==> src/rtl/debug_tx_fifo_pkg.sv <==
// Shared definitions between the pipeline debug unit and its UART transmit FIFO.
package debug_pkg;

    typedef enum logic [1:0] {
        TX_IDLE  = 2'b00,
        TX_START = 2'b01,
        TX_WAIT  = 2'b10
    } tx_state_e;

    localparam int DEF_DATA_WIDTH = 32;
    localparam int BYTES_PER_WORD = DEF_DATA_WIDTH / 8;

    // Terminator word the debug unit pushes at the end of a dump ("endd").
    localparam logic [31:0] ENDD_WORD = 32'h656E6464;

    function automatic int bytes_per_word(input int dw);
        return dw / 8;
    endfunction

endpackage

==> src/rtl/debug_tx_fifo_if.sv <==
// Push-side and UART-side signals of debug_tx_fifo; slave is the FIFO, master the environment.
interface debug_tx_fifo_if
    import debug_pkg::*;
#(
    parameter int DATA_WIDTH = 32,
    parameter int ADDR_WIDTH = 6
);
    // Handshakes: a word is accepted at every rising edge where i_write_en=1 and o_full=0.
    // o_tx_start pulses one cycle with o_tx_byte, which stays stable until the one-cycle i_tx_done.
    logic                  i_write_en;
    logic [DATA_WIDTH-1:0] i_data;
    logic                  o_full;
    logic                  o_empty;
    logic [ADDR_WIDTH:0]   o_count;
    logic                  o_overflow;
    logic                  o_tx_start;
    logic [7:0]            o_tx_byte;
    logic                  i_tx_done;
    logic                  o_busy;
    tx_state_e             o_tx_state;

    modport slave (
        input  i_write_en, i_data, i_tx_done,
        output o_full, o_empty, o_count, o_overflow,
        output o_tx_start, o_tx_byte, o_busy, o_tx_state
    );

    modport master (
        output i_write_en, i_data, i_tx_done,
        input  o_full, o_empty, o_count, o_overflow,
        input  o_tx_start, o_tx_byte, o_busy, o_tx_state
    );

endinterface

==> src/rtl/debug_tx_fifo_sync_fifo.sv <==
// Generic single-clock word FIFO with registered count/full/empty, sticky overflow and flush.
module sync_fifo #(
    parameter int DATA_WIDTH = 32,
    parameter int DEPTH      = 64,
    parameter int ADDR_WIDTH = 6
) (
    input  logic                  clk,
    input  logic                  rst_n,
    input  logic                  flush,
    input  logic                  wr_en,
    input  logic [DATA_WIDTH-1:0] wr_data,
    input  logic                  rd_en,
    output logic [DATA_WIDTH-1:0] rd_data,
    output logic                  full,
    output logic                  empty,
    output logic [ADDR_WIDTH:0]   count,
    output logic                  overflow
);

    localparam logic [ADDR_WIDTH:0] DEPTH_CNT = (ADDR_WIDTH+1)'(DEPTH);

    logic [DATA_WIDTH-1:0] mem_q [DEPTH];
    logic [ADDR_WIDTH-1:0] wr_ptr_q, wr_ptr_d;
    logic [ADDR_WIDTH-1:0] rd_ptr_q, rd_ptr_d;
    logic [ADDR_WIDTH:0]   count_q, count_d;
    logic                  full_q, full_d;
    logic                  empty_q, empty_d;
    logic                  overflow_q, overflow_d;
    logic                  do_push, do_pop;

    // A full FIFO refuses pushes even when a pop frees a slot in the same cycle.
    always_comb begin
        do_push    = wr_en && !full_q && !flush;
        do_pop     = rd_en && !empty_q && !flush;
        wr_ptr_d   = wr_ptr_q;
        rd_ptr_d   = rd_ptr_q;
        count_d    = count_q;
        overflow_d = overflow_q;
        if (flush) begin
            wr_ptr_d   = '0;
            rd_ptr_d   = '0;
            count_d    = '0;
            overflow_d = 1'b0;
        end else begin
            if (do_push) wr_ptr_d = wr_ptr_q + 1'b1;
            if (do_pop)  rd_ptr_d = rd_ptr_q + 1'b1;
            count_d    = count_q + {{ADDR_WIDTH{1'b0}}, do_push}
                                 - {{ADDR_WIDTH{1'b0}}, do_pop};
            overflow_d = overflow_q || (wr_en && full_q);
        end
        full_d  = (count_d == DEPTH_CNT);
        empty_d = (count_d == '0);
    end

    always_ff @(posedge clk or negedge rst_n) begin
        if (!rst_n) begin
            wr_ptr_q   <= '0;
            rd_ptr_q   <= '0;
            count_q    <= '0;
            full_q     <= 1'b0;
            empty_q    <= 1'b1;
            overflow_q <= 1'b0;
        end else begin
            wr_ptr_q   <= wr_ptr_d;
            rd_ptr_q   <= rd_ptr_d;
            count_q    <= count_d;
            full_q     <= full_d;
            empty_q    <= empty_d;
            overflow_q <= overflow_d;
        end
    end

    always_ff @(posedge clk) begin
        if (do_push) mem_q[wr_ptr_q] <= wr_data;
    end

    assign rd_data  = mem_q[rd_ptr_q];
    assign full     = full_q;
    assign empty    = empty_q;
    assign count    = count_q;
    assign overflow = overflow_q;

endmodule

==> src/rtl/debug_tx_fifo.sv <==
// Buffers debug-unit words and serialises each one MSB-first into bytes for the UART transmitter.
module debug_tx_fifo
    import debug_pkg::*;
#(
    parameter int DATA_WIDTH = 32,
    parameter int DEPTH      = 64,
    parameter int ADDR_WIDTH = 6
) (
    input  logic            i_clk,
    input  logic            i_reset,
    input  logic            i_flush,
    debug_tx_fifo_if.slave  bus
);

    localparam int BPW   = bytes_per_word(DATA_WIDTH);
    localparam int IDX_W = (BPW > 1) ? $clog2(BPW) : 1;
    localparam logic [IDX_W-1:0] LAST_IDX = IDX_W'(BPW - 1);

    logic                  fifo_pop;
    logic [DATA_WIDTH-1:0] fifo_rd_data;
    logic                  fifo_full, fifo_empty, fifo_overflow;
    logic [ADDR_WIDTH:0]   fifo_count;

    tx_state_e             state_q, state_d;
    logic [DATA_WIDTH-1:0] shift_q, shift_d;
    logic [IDX_W-1:0]      idx_q, idx_d;
    logic                  tx_start_q, tx_start_d;
    logic [7:0]            tx_byte_q, tx_byte_d;

    sync_fifo #(
        .DATA_WIDTH (DATA_WIDTH),
        .DEPTH      (DEPTH),
        .ADDR_WIDTH (ADDR_WIDTH)
    ) u_fifo (
        .clk      (i_clk),
        .rst_n    (i_reset),
        .flush    (i_flush),
        .wr_en    (bus.i_write_en),
        .wr_data  (bus.i_data),
        .rd_en    (fifo_pop),
        .rd_data  (fifo_rd_data),
        .full     (fifo_full),
        .empty    (fifo_empty),
        .count    (fifo_count),
        .overflow (fifo_overflow)
    );

    // Start/byte are registered, so the pulse appears the cycle after TX_START is entered.
    always_comb begin
        state_d    = state_q;
        shift_d    = shift_q;
        idx_d      = idx_q;
        tx_start_d = 1'b0;
        tx_byte_d  = tx_byte_q;
        fifo_pop   = 1'b0;
        if (i_flush) begin
            state_d = TX_IDLE;
            shift_d = '0;
            idx_d   = '0;
        end else begin
            case (state_q)
                TX_IDLE: begin
                    if (!fifo_empty) begin
                        fifo_pop = 1'b1;
                        shift_d  = fifo_rd_data;
                        idx_d    = '0;
                        state_d  = TX_START;
                    end
                end
                TX_START: begin
                    tx_start_d = 1'b1;
                    tx_byte_d  = shift_q[DATA_WIDTH-1 -: 8];
                    state_d    = TX_WAIT;
                end
                TX_WAIT: begin
                    if (bus.i_tx_done) begin
                        if (idx_q == LAST_IDX) begin
                            state_d = TX_IDLE;
                        end else begin
                            shift_d = shift_q << 8;
                            idx_d   = idx_q + 1'b1;
                            state_d = TX_START;
                        end
                    end
                end
                default: state_d = TX_IDLE;
            endcase
        end
    end

    always_ff @(posedge i_clk or negedge i_reset) begin
        if (!i_reset) begin
            state_q    <= TX_IDLE;
            shift_q    <= '0;
            idx_q      <= '0;
            tx_start_q <= 1'b0;
            tx_byte_q  <= 8'h00;
        end else begin
            state_q    <= state_d;
            shift_q    <= shift_d;
            idx_q      <= idx_d;
            tx_start_q <= tx_start_d;
            tx_byte_q  <= tx_byte_d;
        end
    end

    assign bus.o_full     = fifo_full;
    assign bus.o_empty    = fifo_empty;
    assign bus.o_count    = fifo_count;
    assign bus.o_overflow = fifo_overflow;
    assign bus.o_tx_start = tx_start_q;
    assign bus.o_tx_byte  = tx_byte_q;
    assign bus.o_busy     = (state_q != TX_IDLE);
    assign bus.o_tx_state = state_q;

endmodule
==> src/flat_wrapper.sv <==
// flat-port wrapper written by rule: the top's interface ports become plain ports
module debug_tx_fifo_flat import debug_pkg::*;
#(
    parameter int DATA_WIDTH = 32,
    parameter int DEPTH      = 64,
    parameter int ADDR_WIDTH = 6
)
  (i_clk, i_reset, i_flush, bus_i_write_en, bus_i_data, bus_i_tx_done, bus_o_full, bus_o_empty, bus_o_count, bus_o_overflow, bus_o_tx_start, bus_o_tx_byte, bus_o_busy, bus_o_tx_state);
  debug_tx_fifo_if #(.DATA_WIDTH(DATA_WIDTH), .ADDR_WIDTH(ADDR_WIDTH)) bus_i ();
  input  logic i_clk;
  input  logic i_reset;
  input  logic i_flush;
  input wire logic [$bits(bus_i.i_write_en)-1:0] bus_i_write_en;
  input wire logic [$bits(bus_i.i_data)-1:0] bus_i_data;
  input wire logic [$bits(bus_i.i_tx_done)-1:0] bus_i_tx_done;
  output wire logic [$bits(bus_i.o_full)-1:0] bus_o_full;
  output wire logic [$bits(bus_i.o_empty)-1:0] bus_o_empty;
  output wire logic [$bits(bus_i.o_count)-1:0] bus_o_count;
  output wire logic [$bits(bus_i.o_overflow)-1:0] bus_o_overflow;
  output wire logic [$bits(bus_i.o_tx_start)-1:0] bus_o_tx_start;
  output wire logic [$bits(bus_i.o_tx_byte)-1:0] bus_o_tx_byte;
  output wire logic [$bits(bus_i.o_busy)-1:0] bus_o_busy;
  output wire logic [$bits(bus_i.o_tx_state)-1:0] bus_o_tx_state;
  assign bus_i.i_write_en = bus_i_write_en;
  assign bus_i.i_data = bus_i_data;
  assign bus_i.i_tx_done = bus_i_tx_done;
  assign bus_o_full = bus_i.o_full;
  assign bus_o_empty = bus_i.o_empty;
  assign bus_o_count = bus_i.o_count;
  assign bus_o_overflow = bus_i.o_overflow;
  assign bus_o_tx_start = bus_i.o_tx_start;
  assign bus_o_tx_byte = bus_i.o_tx_byte;
  assign bus_o_busy = bus_i.o_busy;
  assign bus_o_tx_state = bus_i.o_tx_state;
  debug_tx_fifo #(.DATA_WIDTH(DATA_WIDTH), .DEPTH(DEPTH), .ADDR_WIDTH(ADDR_WIDTH)) u_core (.i_clk(i_clk), .i_reset(i_reset), .i_flush(i_flush), .bus(bus_i));
endmodule
==> config.mk <==
export PLATFORM = sky130hd
export DESIGN_NAME = debug_tx_fifo_flat
export DESIGN_NICKNAME = d
export VERILOG_FILES = /design/src/rtl/debug_tx_fifo_pkg.sv /design/src/rtl/debug_tx_fifo_if.sv /design/src/rtl/debug_tx_fifo_sync_fifo.sv /design/src/rtl/debug_tx_fifo.sv /design/src/flat_wrapper.sv
export SDC_FILE = /design/constraint.sdc
export NUM_CORES = 2
export LEC_CHECK = 0
export CORE_MARGIN = 2
export CORE_UTILIZATION = 45
export DETAILED_ROUTE_END_ITERATION = 16
export SYNTH_ARGS = -nofsm -noshare
export SYNTH_HDL_FRONTEND = slang
export SYNTH_SLANG_ARGS = --single-unit
==> constraint.sdc <==
create_clock -name i_clk -period 4.9 [get_ports i_clk]
set_clock_uncertainty 0.15 [all_clocks]
set_input_delay 1.225 -clock i_clk [delete_from_list [all_inputs] [get_ports i_clk]]
set_output_delay 1.225 -clock i_clk [all_outputs]
set_load 0.03 [all_outputs]
**Word level (Yosys, flattened, before mapping)**

Memories as Yosys holds them, arrays and structs flattened.
Index checks and enable logic that the tools add are counted.

- Register bits after elaboration: 67
- Bits in writable memories: 2048
- Input bits: 37
- Output and inout bits: 22
- Word-level logic and storage cells: 71
- Memories kept: 1

- Add/sub/neg operators: 5
- Equality and inequality tests: 7
- Mux-type cells: 28
- Bitwise gates (word level): 1
- Reduce and logical (&&, ||, !) cells: 18

Memory list:

| memory | words | bits a word | rd ports | clocked after memory_dff | write ports | line | text |
|---|---|---|---|---|---|---|---|
| u_core.u_fifo.mem_q | 64 | 32 | 1 | 0 | 1 | debug_tx_fifo_sync_fifo.sv:22 | `logic [DATA_WIDTH-1:0] mem_q [DEPTH];` |

Operators by type and width:

| cell | count |
|---|---|
| 32-bit 2-to-1 mux | 4 |
| 32-bit case mux with 2 select lines | 1 |
| 6-bit 2-to-1 mux | 4 |
| 2-bit 2-to-1 mux | 7 |
| 6-bit by 1-bit adder with 6-bit output (second input constant) | 2 |
| 1-bit 2-to-1 mux | 9 |
| 3-bit != test (second input constant) | 3 |
| 7-bit by 1-bit adder with 7-bit output | 1 |
| 7-bit == test (second input constant) | 1 |
| 7-bit zero test | 1 |
| 7-bit 2-to-1 mux | 1 |
| 7-bit by 1-bit subtractor with 7-bit output | 1 |
| 2-bit case mux with 3 select lines | 1 |
| 2-bit nonzero test | 3 |
| 1-bit logical AND | 5 |
| 2-bit == test (second input constant) | 2 |
| 2-bit case mux with 2 select lines | 1 |
| 2-bit AND reduction | 2 |
| 4-bit AND reduction | 1 |
| 1-bit zero test | 3 |
| 3-bit nonzero test | 1 |
| 2-bit by 1-bit adder with 2-bit output (second input constant) | 1 |
| 2-bit by 1-bit == test with 1-bit output (second input constant) | 1 |
| 2-bit zero test | 1 |
| 2 further kinds | 2 |

**Longest topological paths before layout**

- Depth after elaboration: 8
- Mapped depth: 15
- Gate-level depth less buffers: 13

**By module**

Synthesis repeated with hierarchy kept, for this count alone.

- Cell total of the unflattened synthesis: 3586
- Area, all modules: 81185.4 um2

By module, submodules not included:

| module | times used | cells each | area each (um2) | sequential area each (um2) |
|---|---|---|---|---|
| sync_fifo | 1 | 3420 | 79070.8 | 62050.8 |
| debug_tx_fifo | 1 | 166 | 2114.5 | 1126.1 |

**Worst setup path before layout**

OpenSTA, ideal clock, no wires.

- Kind: in2reg
- From: input port i_flush
- To: memory u_core.u_fifo.mem_q[48][0], enable pin
- Setup time: 0.461 ns
- Arrival: 4.391 ns
- Required time: 4.289 ns
- Setup slack: -0.102 ns
- Stages: 7
- Path buffers: 2
- Cells stage by stage: clkbuf_1 -> inv_1 -> clkbuf_1 -> nand2_1 -> nor2_1 -> nand2_1 -> nor3_1

- Cells in the longest elaborated chain, start to end: 4

Ends and longest elaborated chain:

| what | line | text |
|---|---|---|
| start: declaration | flat_wrapper.sv:12 | `input logic i_flush;` |
| 1-bit zero test | debug_tx_fifo_sync_fifo.sv:33 | `do_push = wr_en && !full_q && !flush;` |
| 1-bit logical AND | debug_tx_fifo_sync_fifo.sv:33 |  |
| 1-bit 2-to-1 mux | debug_tx_fifo_sync_fifo.sv:74 | `if (do_push) mem_q[wr_ptr_q] <= wr_data;` |
| 1-bit 2-to-1 mux (not written as such) | debug_tx_fifo_sync_fifo.sv:74 |  |
| end: declaration | debug_tx_fifo_sync_fifo.sv:22 |  |

Every way passes these cells.

**Worst setup path after layout**

- From: input port bus_i_write_en
- To: register u_core.u_fifo.empty_q, in the netlist u_core.u_fifo.empty

- Cells in the longest elaborated chain, start to end: 6

Ends and longest elaborated chain:

| what | line | text |
|---|---|---|
| start: declaration | flat_wrapper.sv:13 | `input wire logic [$bits(bus_i.i_write_en)-1:0] bus_i_write_en;` |
| 1-bit logical AND (2 in series) | debug_tx_fifo_sync_fifo.sv:33 |  |
| 7-bit by 1-bit adder with 7-bit output | debug_tx_fifo_sync_fifo.sv:47 | `count_d = count_q + {{ADDR_WIDTH{1'b0}}, do_push}` |
| 7-bit by 1-bit subtractor with 7-bit output | debug_tx_fifo_sync_fifo.sv:48 | `- {{ADDR_WIDTH{1'b0}}, do_pop};` |
| 7-bit 2-to-1 mux | debug_tx_fifo_sync_fifo.sv:39 | `if (flush) begin` |
| via u_core.u_fifo.count_d[2] | debug_tx_fifo_sync_fifo.sv:25 | `logic [ADDR_WIDTH:0] count_q, count_d;` |
| 7-bit zero test | debug_tx_fifo_sync_fifo.sv:52 | `empty_d = (count_d == '0);` |
| via u_core.u_fifo.empty_d | debug_tx_fifo_sync_fifo.sv:27 | `logic empty_q, empty_d;` |
| end signal: assignment | debug_tx_fifo_sync_fifo.sv:68 | `empty_q <= empty_d;` |
| end: declaration | debug_tx_fifo_sync_fifo.sv:27 |  |

The timed path passes the listed nets, and every way through them passes these cells.
A chain may end at the register's enable or synchronous reset.

==> qor.yml <==
routing:
  vias_per_cell: 6.02
  firstDrtPassIters: 7
  wirelength_um: 212000
  wl_per_cell_um: 32.2
  ant_nets: 0
  vias: 39500
  drtIter0Drc: 5170
  drc: 0
timing:
  max_freq_mhz: 251
  hold_violations: 0
  tightest_slew_ns: 1.21
  fin_tns_setup_ns: 0
  fin_crit_ns: 3.99
  postLayoutSetupSlackWorst_ns: 0.913
  period_share_pct: 81.4
  setup_viol: 0
  slew_violations: 0
  slew_headroom_pct: 19.2
  rsz0062_at_grt: "no"
pwr:
  power_frac_clock_pct: 34.0
  pwr-share-seq_pct: 45.3
  power.total_mw: 45.1
  internal_power_mw: 32.6
  powerDensity_nw_per_um2: 489
  power_frac_comb_pct: 20.8
  ir_drop_v: 0.000311
  switching_share_pct: 27.7
  p_leak_nw: 28.4
  p_switching_mw: 12.5
worst_setup_path:
  cp.arrival_ns: 4.59
  cp-end-kind: "flop"
  crit_family: "simple AND/OR/NAND/NOR gates"
  critPathMaxFanout: 2
  cp.required_ns: 5.51
  cp_cell_sequence: "clkdlybuf4s50_1, nor2b_1, nand2_1, ha_1, inv_1, ha_1, inv_1, fa_1, nor2b_1, nor3_1, a2111oi_0, nand3_1, nor2_1"
  r2r-start: "u_core.u_fifo.rd_ptr_q[0]"
  startpoint: "bus_i_write_en"
  cp-start-kind: "input port"
  cp.depth: 13
  reg2reg_slack_ns: 1.14
  r2r.worst_path.cells: 6
  critPathKind: "input port to flop"
  max_stage_delay_ns: 0.70
  crit_end: "u_core.u_fifo.empty"
  r2r_end: "u_core.shift_q[25]"
  cp_slowest_cell: "a2111oi_0"
  worst-path-buf-inv: 3
global_routing:
  gr-usage-met2_pct: 36.0
  grt_overflow: 0
  grt_pass1_vias: 39100
  grtUsageTotal_pct: 23.0
  use_met1_pct: 32.5
  grt_max_degree: 117
  grt_use_met3_pct: 4.82
  antenna_found_initial: 12
  grt_pass1_wl_um: 299000
  grt-busiest-layer: "met2"
logic_synthesis:
  synth_area_um2: 81000
  yosysSeqAreaShare_pct: 78.0
  ys_types: 57
  synth-edff-count: 2048
  ys_seq_elements: 2115
  synthCells: 3794
  synth_top_area_share_pct: 75.9
  ys.flop_type: "edfxtp_1"
  postSynth.asyncResetShare_pct: 3.17
  synthTopCellsByArea: "edfxtp_1 76%, mux4_2 12%, mux2i_1 2.6%"
  avgSynthCellArea_um2: 21.4
  syn-num-nets: 3842
  yosysTopAreaCell: "edfxtp_1"
  yosys_warnings: 0
cts:
  numCtsBuffers: 210
  cts.sinks: 2115
  ctsRootBufferMaster: "clkbuf_16"
  hold_buffers: 0
  htreeDepth: 4
  clk_pin_slew_ns: 0.06
  cts_tree: "built"
  postCtsResizedCells: 0
  cts_buffer_depth: 3
  clock_latency_ns: 0.87
  postCtsSetupBuffers: 0
floorplanning:
  die_w_um: 428
  design.core.area_um2: 179000
  rows: 155
  die_area_um2: 183000
  die_y_um: 428
  ios: 59
  start_util_pct: 45.4
place:
  dp.final_hpwl_um: 128000
  gp_congestion: 0.920
  post-place-ws_ns: 0.228
  io_buffers: 58
finish:
  nets: 4078
  drive_gt1_share_pct: 24.1
  synthToLayoutAreaGrowth_pct: 13.9
status:
  status: "finished clean"
worst_hold_path:
  hp-class: "input port to asynchronous set/reset pin"
run:
  cap_viol_max_count: 0
## layout by cell type (no fill, tap or decap), types with 10 or more instances in the layout
cell type,synthesis,final
edfxtp_1,2048,2048
mux4_2,432,432
mux2i_1,213,213
clkbuf_16,0,210
a22oi_1,184,184
buf_4,20,138
nand2_1,112,112
a21oi_1,74,74
o21ai_0,67,67
nor2_4,0,63
dfrtp_1,66,63
clkbuf_1,89,58
clkinv_1,0,57
buf_12,0,46
nor2_1,102,39
buf_2,75,32
o22ai_1,30,30
a211oi_1,29,29
inv_1,26,26
clkdlybuf4s50_1,0,25
clkinv_2,0,24
a31oi_1,19,19
nor3_1,18,15
a22o_1,15,15
nand2b_1,12,12
nor2b_1,14,11
mux2_2,11,11
bufinv_16,0,11
nand4_1,10,10
ha_1,10,10
## metrics by stage
stage | util (%) | instance area, um^2 | instances | hold slack (ns)
6_report | 51.7 | 92300 | 6560 | 0.266
2_1_floorplan | - | 81000 | 3794 | 0.297
3_3_place_gp | 48.0 | 85800 | 6173 | 0.309
5_1_grt | 51.7 | 92300 | 6554 | 0.281
3_5_place_dp | 48.0 | 85800 | 6173 | 0.318
4_1_cts | 51.7 | 92300 | 6554 | 0.222
## cells in the mapped netlist (10+ instances only)
cell type,n
ha_1,10
nand2_1,112
mux2_2,11
mux2i_1,213
o22ai_1,30
a211oi_1,29
a31oi_1,19
dfrtp_1,66
clkbuf_1,89
buf_2,75
o21ai_0,67
buf_6,18
inv_1,26
buf_4,20
a22oi_1,184
mux4_2,432
nor3_1,18
buf_1,15
nor2_1,102
edfxtp_1,2048
nand4_1,10
nand2b_1,12
a22o_1,15
nor2b_1,14
a21oi_1,74
## power by group through the flow
stage	clock network (mW)	registers, mW	logic (mW)
detailed placement	0	20.8	9.40
global placement	0	20.8	9.36
finish	15.3	20.4	9.36
global route	16.3	20.4	9.88
CTS	15.6	20.4	9.43
floorplan	0	20.6	6.30
## cells by family (layout without fill, tap and decap cells)
family	Yosys count	in the layout	synth area share, %
buffers and inverters	243	648	1.50
flip-flops	2115	2115	78.0
adder cells (fa/ha/maj)	11	11	0.179
other	0	6	0
XOR/XNOR	10	10	0.108
AND/OR/NAND/NOR	303	303	1.67
multiplexers	656	656	14.8
AO/OA/AOI/OAI	456	456	3.79
## sequential cells by signal (all words and copies together), names as in the netlist
register	count
u_core.bus.o_tx_start	1
u_core.u_fifo.wr_ptr_q	6
u_core.u_fifo.mem_q	2048
u_core.bus.o_tx_state	2
u_core.bus.o_tx_byte	8
u_core.u_fifo.full	1
u_core.u_fifo.empty	1
u_core.u_fifo.rd_ptr_q	6
u_core.u_fifo.overflow	1
u_core.idx_q	2
u_core.shift_q	32
u_core.u_fifo.count	7
## worst min-delay path by stage
stage	from	endpoint	slack [ns]	cells past startpoint
finish	i_reset	u_core.bus.o_tx_byte[0]	0.27	1
global route	i_reset	u_core.bus.o_tx_byte[0]	0.28	1
CTS	i_reset	u_core.bus.o_tx_byte[0]	0.22	1
detailed placement	u_core.shift_q[6]	u_core.shift_q[6]	0.32	2
global placement	u_core.shift_q[4]	u_core.shift_q[4]	0.31	2
floorplan	u_core.shift_q[0]	u_core.shift_q[0]	0.30	2
## layer usage
metal  vias to the layer above  part of all wire (%)
li1                      16400                     -
met4                         4                   3.2
met5                         -                0.0099
met2                      1646                    47
met1                     21200                    41
met3                       281                   8.2
## final cells by class
cell class / count / area, um^2
Fill cell: 13900 / 86300
Sequential cell: 2115 / 63200
Multi-Input combinational cell: 1436 / 17200
Clock buffer: 269 / 5490
Tap cell: 2355 / 2950
Timing Repair Buffer: 241 / 2370
Clock inverter: 112 / 1040
Inverter: 26 / 97.6
Antenna cell: 6 / 15.0
No activity file was read; power rests on OpenSTA's default activity.
